**src/rtl/mc_control_if.sv**
```systemverilog
// ------------------------------------------------------------------
// mc_control_if : IR fields, memory handshake and control outputs.
// Rev 1.0
// ------------------------------------------------------------------
`default_nettype none

interface mc_control_if;
  logic [5:0] op;
  logic [5:0] funct;
  logic       memready;

  logic       pcwrite;
  logic       pcwritecond;
  logic       iord;
  logic       memread;
  logic       memwrite;
  logic       irwrite;
  logic       regwrite;
  logic       alusrca;
  logic [1:0] memtoreg;
  logic [1:0] regdst;
  logic [1:0] alusrcb;
  logic [2:0] pcsource;
  logic       aluop1;
  logic       aluop0;
  logic       aluopandi;
  logic       aluopBlez;
  logic       illegal;
  logic [4:0] state;

  modport master (
    output op, funct, memready,
    input  pcwrite, pcwritecond, iord, memread, memwrite, irwrite, regwrite,
           alusrca, memtoreg, regdst, alusrcb, pcsource, aluop1, aluop0,
           aluopandi, aluopBlez, illegal, state
  );

  modport slave (
    input  op, funct, memready,
    output pcwrite, pcwritecond, iord, memread, memwrite, irwrite, regwrite,
           alusrca, memtoreg, regdst, alusrcb, pcsource, aluop1, aluop0,
           aluopandi, aluopBlez, illegal, state
  );
endinterface

`default_nettype wire

```
**src/rtl/mc_control.sv**
```systemverilog
// ------------------------------------------------------------------
// mc_control : multicycle MIPS main-control FSM with memory-ready stalls.
// Rev 1.0
// ------------------------------------------------------------------
`default_nettype none

module mc_control (
  input  wire logic   clk,
  input  wire logic   reset,
  mc_control_if.slave bus
);

  typedef enum logic [4:0] {
    S_FETCH  = 5'd0,  S_DECODE = 5'd1,  S_MEMADR = 5'd2,  S_MEMRD  = 5'd3,
    S_MEMWB  = 5'd4,  S_MEMWR  = 5'd5,  S_RTEX   = 5'd6,  S_RTWB   = 5'd7,
    S_BEQEX  = 5'd8,  S_BLEZEX = 5'd9,  S_ANDIEX = 5'd10, S_ANDIWB = 5'd11,
    S_JUMP   = 5'd12, S_JALR   = 5'd13, S_JMOREX = 5'd14, S_JMORRD = 5'd15,
    S_JMORWB = 5'd16
  } state_t;

  typedef struct packed {
    logic       pcwrite;
    logic       pcwritecond;
    logic       iord;
    logic       memread;
    logic       memwrite;
    logic       regwrite;
    logic       alusrca;
    logic [1:0] memtoreg;
    logic [1:0] regdst;
    logic [1:0] alusrcb;
    logic [2:0] pcsource;
    logic       aluop1;
    logic       aluop0;
    logic       aluopandi;
    logic       aluopblez;
  } ctl_t;

  state_t r_state;
  ctl_t   r_ctl;
  state_t w_next;
  state_t w_dispatch;
  logic   w_on;
  logic   w_fetch;
  logic   w_illegal;

  function automatic state_t f_dispatch(input logic [5:0] op, input logic [5:0] funct);
    f_dispatch = S_FETCH;
    case (op)
      6'b100011, 6'b101011: f_dispatch = S_MEMADR;
      6'b000100:            f_dispatch = S_BEQEX;
      6'b000110:            f_dispatch = S_BLEZEX;
      6'b001100:            f_dispatch = S_ANDIEX;
      6'b000010:            f_dispatch = S_JUMP;
      6'b000000: begin
        case (funct)
          6'b001001: f_dispatch = S_JALR;
          6'b100101: f_dispatch = S_JMOREX;
          6'b100000, 6'b100010, 6'b100100, 6'b101010, 6'b000010:
                     f_dispatch = S_RTEX;
          default:   f_dispatch = S_FETCH;
        endcase
      end
      default:              f_dispatch = S_FETCH;
    endcase
  endfunction

  // Control word for the state about to be entered; registered alongside the state.
  function automatic ctl_t f_ctl(input state_t s);
    ctl_t c;
    c = '0;
    case (s)
      S_FETCH:  begin c.memread = 1'b1; c.alusrcb = 2'b01; c.pcwrite = 1'b1; end
      S_DECODE: c.alusrcb = 2'b11;
      S_MEMADR: begin c.alusrca = 1'b1; c.alusrcb = 2'b10; end
      S_MEMRD:  begin c.memread = 1'b1; c.iord = 1'b1; end
      S_MEMWB:  begin c.regwrite = 1'b1; c.memtoreg = 2'b01; end
      S_MEMWR:  begin c.memwrite = 1'b1; c.iord = 1'b1; end
      S_RTEX:   begin c.alusrca = 1'b1; c.aluop1 = 1'b1; end
      S_RTWB:   begin c.regwrite = 1'b1; c.regdst = 2'b01; end
      S_BEQEX:  begin c.alusrca = 1'b1; c.aluop0 = 1'b1; c.pcwritecond = 1'b1; c.pcsource = 3'b001; end
      S_BLEZEX: begin c.alusrca = 1'b1; c.aluopblez = 1'b1; c.pcwritecond = 1'b1; c.pcsource = 3'b001; end
      S_ANDIEX: begin c.alusrca = 1'b1; c.alusrcb = 2'b10; c.aluopandi = 1'b1; end
      S_ANDIWB: c.regwrite = 1'b1;
      S_JUMP:   begin c.pcwrite = 1'b1; c.pcsource = 3'b010; end
      S_JALR:   begin c.regwrite = 1'b1; c.regdst = 2'b01; c.memtoreg = 2'b10;
                      c.pcwrite = 1'b1; c.pcsource = 3'b011; end
      S_JMOREX: begin c.alusrca = 1'b1; c.aluop1 = 1'b1; end
      S_JMORRD: begin c.memread = 1'b1; c.iord = 1'b1; end
      S_JMORWB: begin c.regwrite = 1'b1; c.regdst = 2'b10; c.memtoreg = 2'b10;
                      c.pcwrite = 1'b1; c.pcsource = 3'b100; end
      default:  c = '0;
    endcase
    return c;
  endfunction

  always_comb begin
    w_dispatch = f_dispatch(bus.op, bus.funct);
    w_next     = S_FETCH;
    case (r_state)
      S_FETCH:  w_next = bus.memready ? S_DECODE : S_FETCH;
      S_DECODE: w_next = w_dispatch;
      S_MEMADR: w_next = (bus.op == 6'b100011) ? S_MEMRD : S_MEMWR;
      S_MEMRD:  w_next = bus.memready ? S_MEMWB : S_MEMRD;
      S_MEMWR:  w_next = bus.memready ? S_FETCH : S_MEMWR;
      S_RTEX:   w_next = S_RTWB;
      S_ANDIEX: w_next = S_ANDIWB;
      S_JMOREX: w_next = S_JMORRD;
      S_JMORRD: w_next = bus.memready ? S_JMORWB : S_JMORRD;
      default:  w_next = S_FETCH;
    endcase
  end

  always_ff @(posedge clk) begin
    if (reset) begin
      r_state <= S_FETCH;
      r_ctl   <= f_ctl(S_FETCH);
    end else begin
      r_state <= w_next;
      r_ctl   <= f_ctl(w_next);
    end
  end

  // Reset and any unreachable code blank every control output.
  assign w_on      = !reset && (r_state <= S_JMORWB);
  assign w_fetch   = (r_state == S_FETCH);
  assign w_illegal = (r_state == S_DECODE) && (w_dispatch == S_FETCH);

  assign bus.pcwrite     = w_on & r_ctl.pcwrite & (!w_fetch | bus.memready);
  assign bus.irwrite     = w_on & w_fetch & bus.memready;
  assign bus.pcwritecond = w_on & r_ctl.pcwritecond;
  assign bus.iord        = w_on & r_ctl.iord;
  assign bus.memread     = w_on & r_ctl.memread;
  assign bus.memwrite    = w_on & r_ctl.memwrite;
  assign bus.regwrite    = w_on & r_ctl.regwrite;
  assign bus.alusrca     = w_on & r_ctl.alusrca;
  assign bus.memtoreg    = w_on ? r_ctl.memtoreg : 2'b00;
  assign bus.regdst      = w_on ? r_ctl.regdst   : 2'b00;
  assign bus.alusrcb     = w_on ? r_ctl.alusrcb  : 2'b00;
  assign bus.pcsource    = w_on ? r_ctl.pcsource : 3'b000;
  assign bus.aluop1      = w_on & r_ctl.aluop1;
  assign bus.aluop0      = w_on & r_ctl.aluop0;
  assign bus.aluopandi   = w_on & r_ctl.aluopandi;
  assign bus.aluopBlez   = w_on & r_ctl.aluopblez;
  assign bus.illegal     = w_on & w_illegal;
  assign bus.state       = reset ? 5'd0 : r_state;

endmodule

`default_nettype wire

```
**src/flat_wrapper.sv**
```systemverilog
// flat-port wrapper written by rule: the top's interface ports become plain ports
module mc_control_flat 
  (clk, reset, bus_op, bus_funct, bus_memready, bus_pcwrite, bus_pcwritecond, bus_iord, bus_memread, bus_memwrite, bus_irwrite, bus_regwrite, bus_alusrca, bus_memtoreg, bus_regdst, bus_alusrcb, bus_pcsource, bus_aluop1, bus_aluop0, bus_aluopandi, bus_aluopBlez, bus_illegal, bus_state);
  mc_control_if bus_i ();
  input  wire logic clk;
  input  wire logic reset;
  input wire logic [$bits(bus_i.op)-1:0] bus_op;
  input wire logic [$bits(bus_i.funct)-1:0] bus_funct;
  input wire logic [$bits(bus_i.memready)-1:0] bus_memready;
  output wire logic [$bits(bus_i.pcwrite)-1:0] bus_pcwrite;
  output wire logic [$bits(bus_i.pcwritecond)-1:0] bus_pcwritecond;
  output wire logic [$bits(bus_i.iord)-1:0] bus_iord;
  output wire logic [$bits(bus_i.memread)-1:0] bus_memread;
  output wire logic [$bits(bus_i.memwrite)-1:0] bus_memwrite;
  output wire logic [$bits(bus_i.irwrite)-1:0] bus_irwrite;
  output wire logic [$bits(bus_i.regwrite)-1:0] bus_regwrite;
  output wire logic [$bits(bus_i.alusrca)-1:0] bus_alusrca;
  output wire logic [$bits(bus_i.memtoreg)-1:0] bus_memtoreg;
  output wire logic [$bits(bus_i.regdst)-1:0] bus_regdst;
  output wire logic [$bits(bus_i.alusrcb)-1:0] bus_alusrcb;
  output wire logic [$bits(bus_i.pcsource)-1:0] bus_pcsource;
  output wire logic [$bits(bus_i.aluop1)-1:0] bus_aluop1;
  output wire logic [$bits(bus_i.aluop0)-1:0] bus_aluop0;
  output wire logic [$bits(bus_i.aluopandi)-1:0] bus_aluopandi;
  output wire logic [$bits(bus_i.aluopBlez)-1:0] bus_aluopBlez;
  output wire logic [$bits(bus_i.illegal)-1:0] bus_illegal;
  output wire logic [$bits(bus_i.state)-1:0] bus_state;
  assign bus_i.op = bus_op;
  assign bus_i.funct = bus_funct;
  assign bus_i.memready = bus_memready;
  assign bus_pcwrite = bus_i.pcwrite;
  assign bus_pcwritecond = bus_i.pcwritecond;
  assign bus_iord = bus_i.iord;
  assign bus_memread = bus_i.memread;
  assign bus_memwrite = bus_i.memwrite;
  assign bus_irwrite = bus_i.irwrite;
  assign bus_regwrite = bus_i.regwrite;
  assign bus_alusrca = bus_i.alusrca;
  assign bus_memtoreg = bus_i.memtoreg;
  assign bus_regdst = bus_i.regdst;
  assign bus_alusrcb = bus_i.alusrcb;
  assign bus_pcsource = bus_i.pcsource;
  assign bus_aluop1 = bus_i.aluop1;
  assign bus_aluop0 = bus_i.aluop0;
  assign bus_aluopandi = bus_i.aluopandi;
  assign bus_aluopBlez = bus_i.aluopBlez;
  assign bus_illegal = bus_i.illegal;
  assign bus_state = bus_i.state;
  mc_control u_core (.clk(clk), .reset(reset), .bus(bus_i));
endmodule
```
**config.mk**
```make
export PLATFORM = sky130hd
export DESIGN_NAME = mc_control_flat
export DESIGN_NICKNAME = d
export VERILOG_FILES = /design/src/rtl/mc_control_if.sv /design/src/rtl/mc_control.sv /design/src/flat_wrapper.sv
export SDC_FILE = /design/constraint.sdc
export NUM_CORES = 1
export LEC_CHECK = 0
export BUFFER_PORTS_ARGS = -buffer_cell sky130_fd_sc_hd__buf_2
export CORE_ASPECT_RATIO = 0.8
export CORE_MARGIN = 2
export CORE_UTILIZATION = 55
export DETAILED_ROUTE_END_ITERATION = 6
export PLACE_DENSITY_LB_ADDON = 0.3
export SLEW_MARGIN = 15
export SYNTH_ARGS = -nofsm -noshare
export SYNTH_HDL_FRONTEND = slang
export SYNTH_SLANG_ARGS = --single-unit
```
**constraint.sdc**
```tcl
create_clock -name clk -period 4.7 [get_ports clk]
set_clock_uncertainty 0.05 [all_clocks]
set_input_delay 0.94 -clock clk [delete_from_list [all_inputs] [get_ports clk]]
set_output_delay 0.94 -clock clk [all_outputs]
set_load 0.005 [all_outputs]
```
==> flow_metrics.env <==
export IMPL_viasPerCell=6.04
export IMPL_syn_nets=195
export IMPL_ys_ff_latch=25
export IMPL_hold_violations=0
export IMPL_startpoint_type="flop"
export IMPL_vias=1521
export IMPL_worst_ir_drop_vdd_v=0.000198
export IMPL_io_pins=42
export IMPL_cap_violations=0
export IMPL_worstHoldPathCells=2
export IMPL_min_to="u_core.r_ctl[6]"
export IMPL_min_from="u_core.r_state[3]"
export IMPL_cts_root_buffer="clkbuf_4"
export IMPL_grt_max_degree=22
export IMPL_cp_required_ns=3.71
export IMPL_tightest_slew_ns=0.656
export IMPL_h_tree_depth=1
export IMPL_synth_largest_area_cell="dfxtp_1"
export IMPL_crit_fanout=20
export IMPL_mappedNetlistArea_um2=1510
export IMPL_drt_iter0_markers=107
export IMPL_rows=16
export IMPL_yosys_warnings=0
export IMPL_dieArea_um2=3190
export IMPL_post_place_ws_ns=1.28
export IMPL_clk_latency_ns=0.32
export IMPL_clkTransAtPathRegs_ns=0.14
export IMPL_cts_tree="done"
export IMPL_powerDensity_nw_per_um2=211
export IMPL_ant_nets=0
export IMPL_worstSetupPathType="reg -> out"
export IMPL_cts_repair_resized=0
export IMPL_wl_um=3710
export IMPL_hold_path_class="reg -> reg"
export IMPL_clockBufferDepth=2
export IMPL_yosys_top_cells_area="dfxtp_1 33%, and2_1 8.3%, nor2_1 3.5%"
export IMPL_drc=0
export IMPL_n_antenna_cell=0
export IMPL_area_growth_pct=16.0
export IMPL_core_um2=2520
export IMPL_rsz0062_at_grt="false"
export IMPL_arrival_ns=2.31
export IMPL_fin_ws_ns=1.40
export IMPL_r2r_start="u_core.r_state[2]"
export IMPL_cts_num_sinks=25
export IMPL_grt_antenna_before_repair=0
export IMPL_async_reset_ff_frac=0
export IMPL_synth_top_area_frac=0.331
export IMPL_globalplace_congestion=0.834
export IMPL_end_kind="output pin"
export IMPL_grt_util_all_layers=0.229
export IMPL_worstRegToRegCells=6
export IMPL_fin_nets=232
export IMPL_slew_violations=0
export IMPL_holdBufCountCts=0
export IMPL_first_global_vias=1329
export IMPL_synth_most_common_cell="dfxtp_1"
export IMPL_grt_overflow=0
export IMPL_dpl_hpwl_um=2820
export IMPL_die_h_um=50.9
export IMPL_synth_edf_count=0
export IMPL_fin_crit_sh=0.701
export IMPL_outcome="finished, final reports clean"
export IMPL_start_util=0.600
export IMPL_r2r_end="u_core.r_ctl[1]"
export IMPL_io_buffers=41
export IMPL_synthCells=180
export IMPL_regToRegSetupSlack_ns=2.38
export IMPL_syn_area_per_cell_um2=8.40
export IMPL_avgRoutedWirePerCell_um=14.7
export IMPL_chipWidth_um=62.6
export IMPL_drive_above_1_share=0.273
export IMPL_fmax_mhz=303
export IMPL_dr_pass1_iters=5
export IMPL_synth_yosys_seq_area_share=0.331
export IMPL_setup_viol=0
export IMPL_synth_commonest_cells="25 x dfxtp_1, 20 x and2_1, 14 x nor2_1"
export IMPL_synth_distinct_cells=55
export IMPL_finalCriticalPeriod_ns=3.30
export IMPL_maxSlewHeadroom=0.560
export IMPL_p_leak_nw=0.748
export IMPL_grt_pass1_wl_um=5930
export IMPL_setup_tns_ns=0
export IMPL_numCtsBuffers=3
export IMPL_synth_flop_cell="dfxtp_1"
export IMPL_post_cts_buffers=0
[through the flow]
| step | std cells | hold slack [ns] | util | power (W) | area [µm²] |
|---|---|---|---|---|---|
| final | 252 | 0.673 | 0.696 | 0.000371 | 1760 |
| after floorplan | 180 | 0.544 | - | 0.000257 | 1510 |
| after detailed placement | 248 | 0.655 | 0.683 | 0.000277 | 1720 |
| after global routing | 252 | 0.741 | 0.696 | 0.000388 | 1760 |
| after CTS | 252 | 0.669 | 0.694 | 0.000372 | 1750 |
| after global placement | 248 | 0.644 | 0.683 | 0.000275 | 1720 |
[worst max-delay path: stages (launching register included)]
cell and delay [ns]:
dfxtp_1 0.44, inv_1 0.18, nand2_1 0.11, or3_1 0.36, a21oi_2 0.52, o311a_1 0.27, buf_2 0.11
[area by class of cell]
cell class | count | area (µm²)
clock inverter | 1 | 7.51
fill | 219 | 767
tap | 36 | 45.0
multi-input combinational | 139 | 948
timing repair buffer | 41 | 205
inverter | 7 | 26.3
sequential | 25 | 500
clock buffer | 3 | 22.5
[cell usage in the layout (no fill, tap or decap), drive strengths merged, types with 2 or more instances in the layout]
cell type	netlist	final
or3	2	2
o311a	3	3
a31oi	3	3
and2	20	20
o21ai	5	5
nor2b	4	4
nand2	9	9
clkbuf	6	3
o221ai	2	2
nand4b	2	2
o22ai	2	2
nor3	7	7
nor4bb	2	2
nand3	7	7
nand2b	4	4
nor3b	4	4
dfxtp	25	25
o211ai	4	4
and3	2	2
buf	3	41
nor2	15	15
o31ai	4	4
nor4	6	6
a311oi	3	3
inv	7	7
nand3b	2	2
a21oi	8	8
nand4	2	2
[worst max path at each step]
stage,from,to
floorplan,bus_op[1],bus_illegal
finish,u_core.r_state[3],bus_pcwrite
CTS,u_core.r_state[3],bus_pcwrite
global placement,reset,bus_pcwrite
global route,u_core.r_state[3],bus_pcwrite
detailed placement,reset,bus_pcwrite
[cells by family (layout without fill, tap and decap cells)]
group	after synthesis	in the layout	share of synthesized area
flip-flops	25	25	0.331
XOR/XNOR	1	1	0.00579
AO/OA/AOI/OAI	48	48	0.259
AND/OR/NAND/NOR	90	90	0.360
buffers and inverters	16	52	0.0447
[registers in the layout, indices dropped and copies added (netlist names)]
signal	flops
u_core.r_state	5
u_core.r_ctl	20
[where the power goes]
part           switching [W]  internal, W  total [W]
registers         0.00000272     0.000215   0.000218
logic              0.0000344    0.0000217  0.0000561
clock network      0.0000646    0.0000326  0.0000971
total               0.000102     0.000270   0.000371
[layer usage]
layer | track usage | wire length (µm)
met5 | 0 | 0
met2 | 0.385 | 1770
met3 | 0.0485 | 249
met1 | 0.302 | 1670
met4 | 0.0556 | 12
No activity file was read; power rests on OpenSTA's default activity.
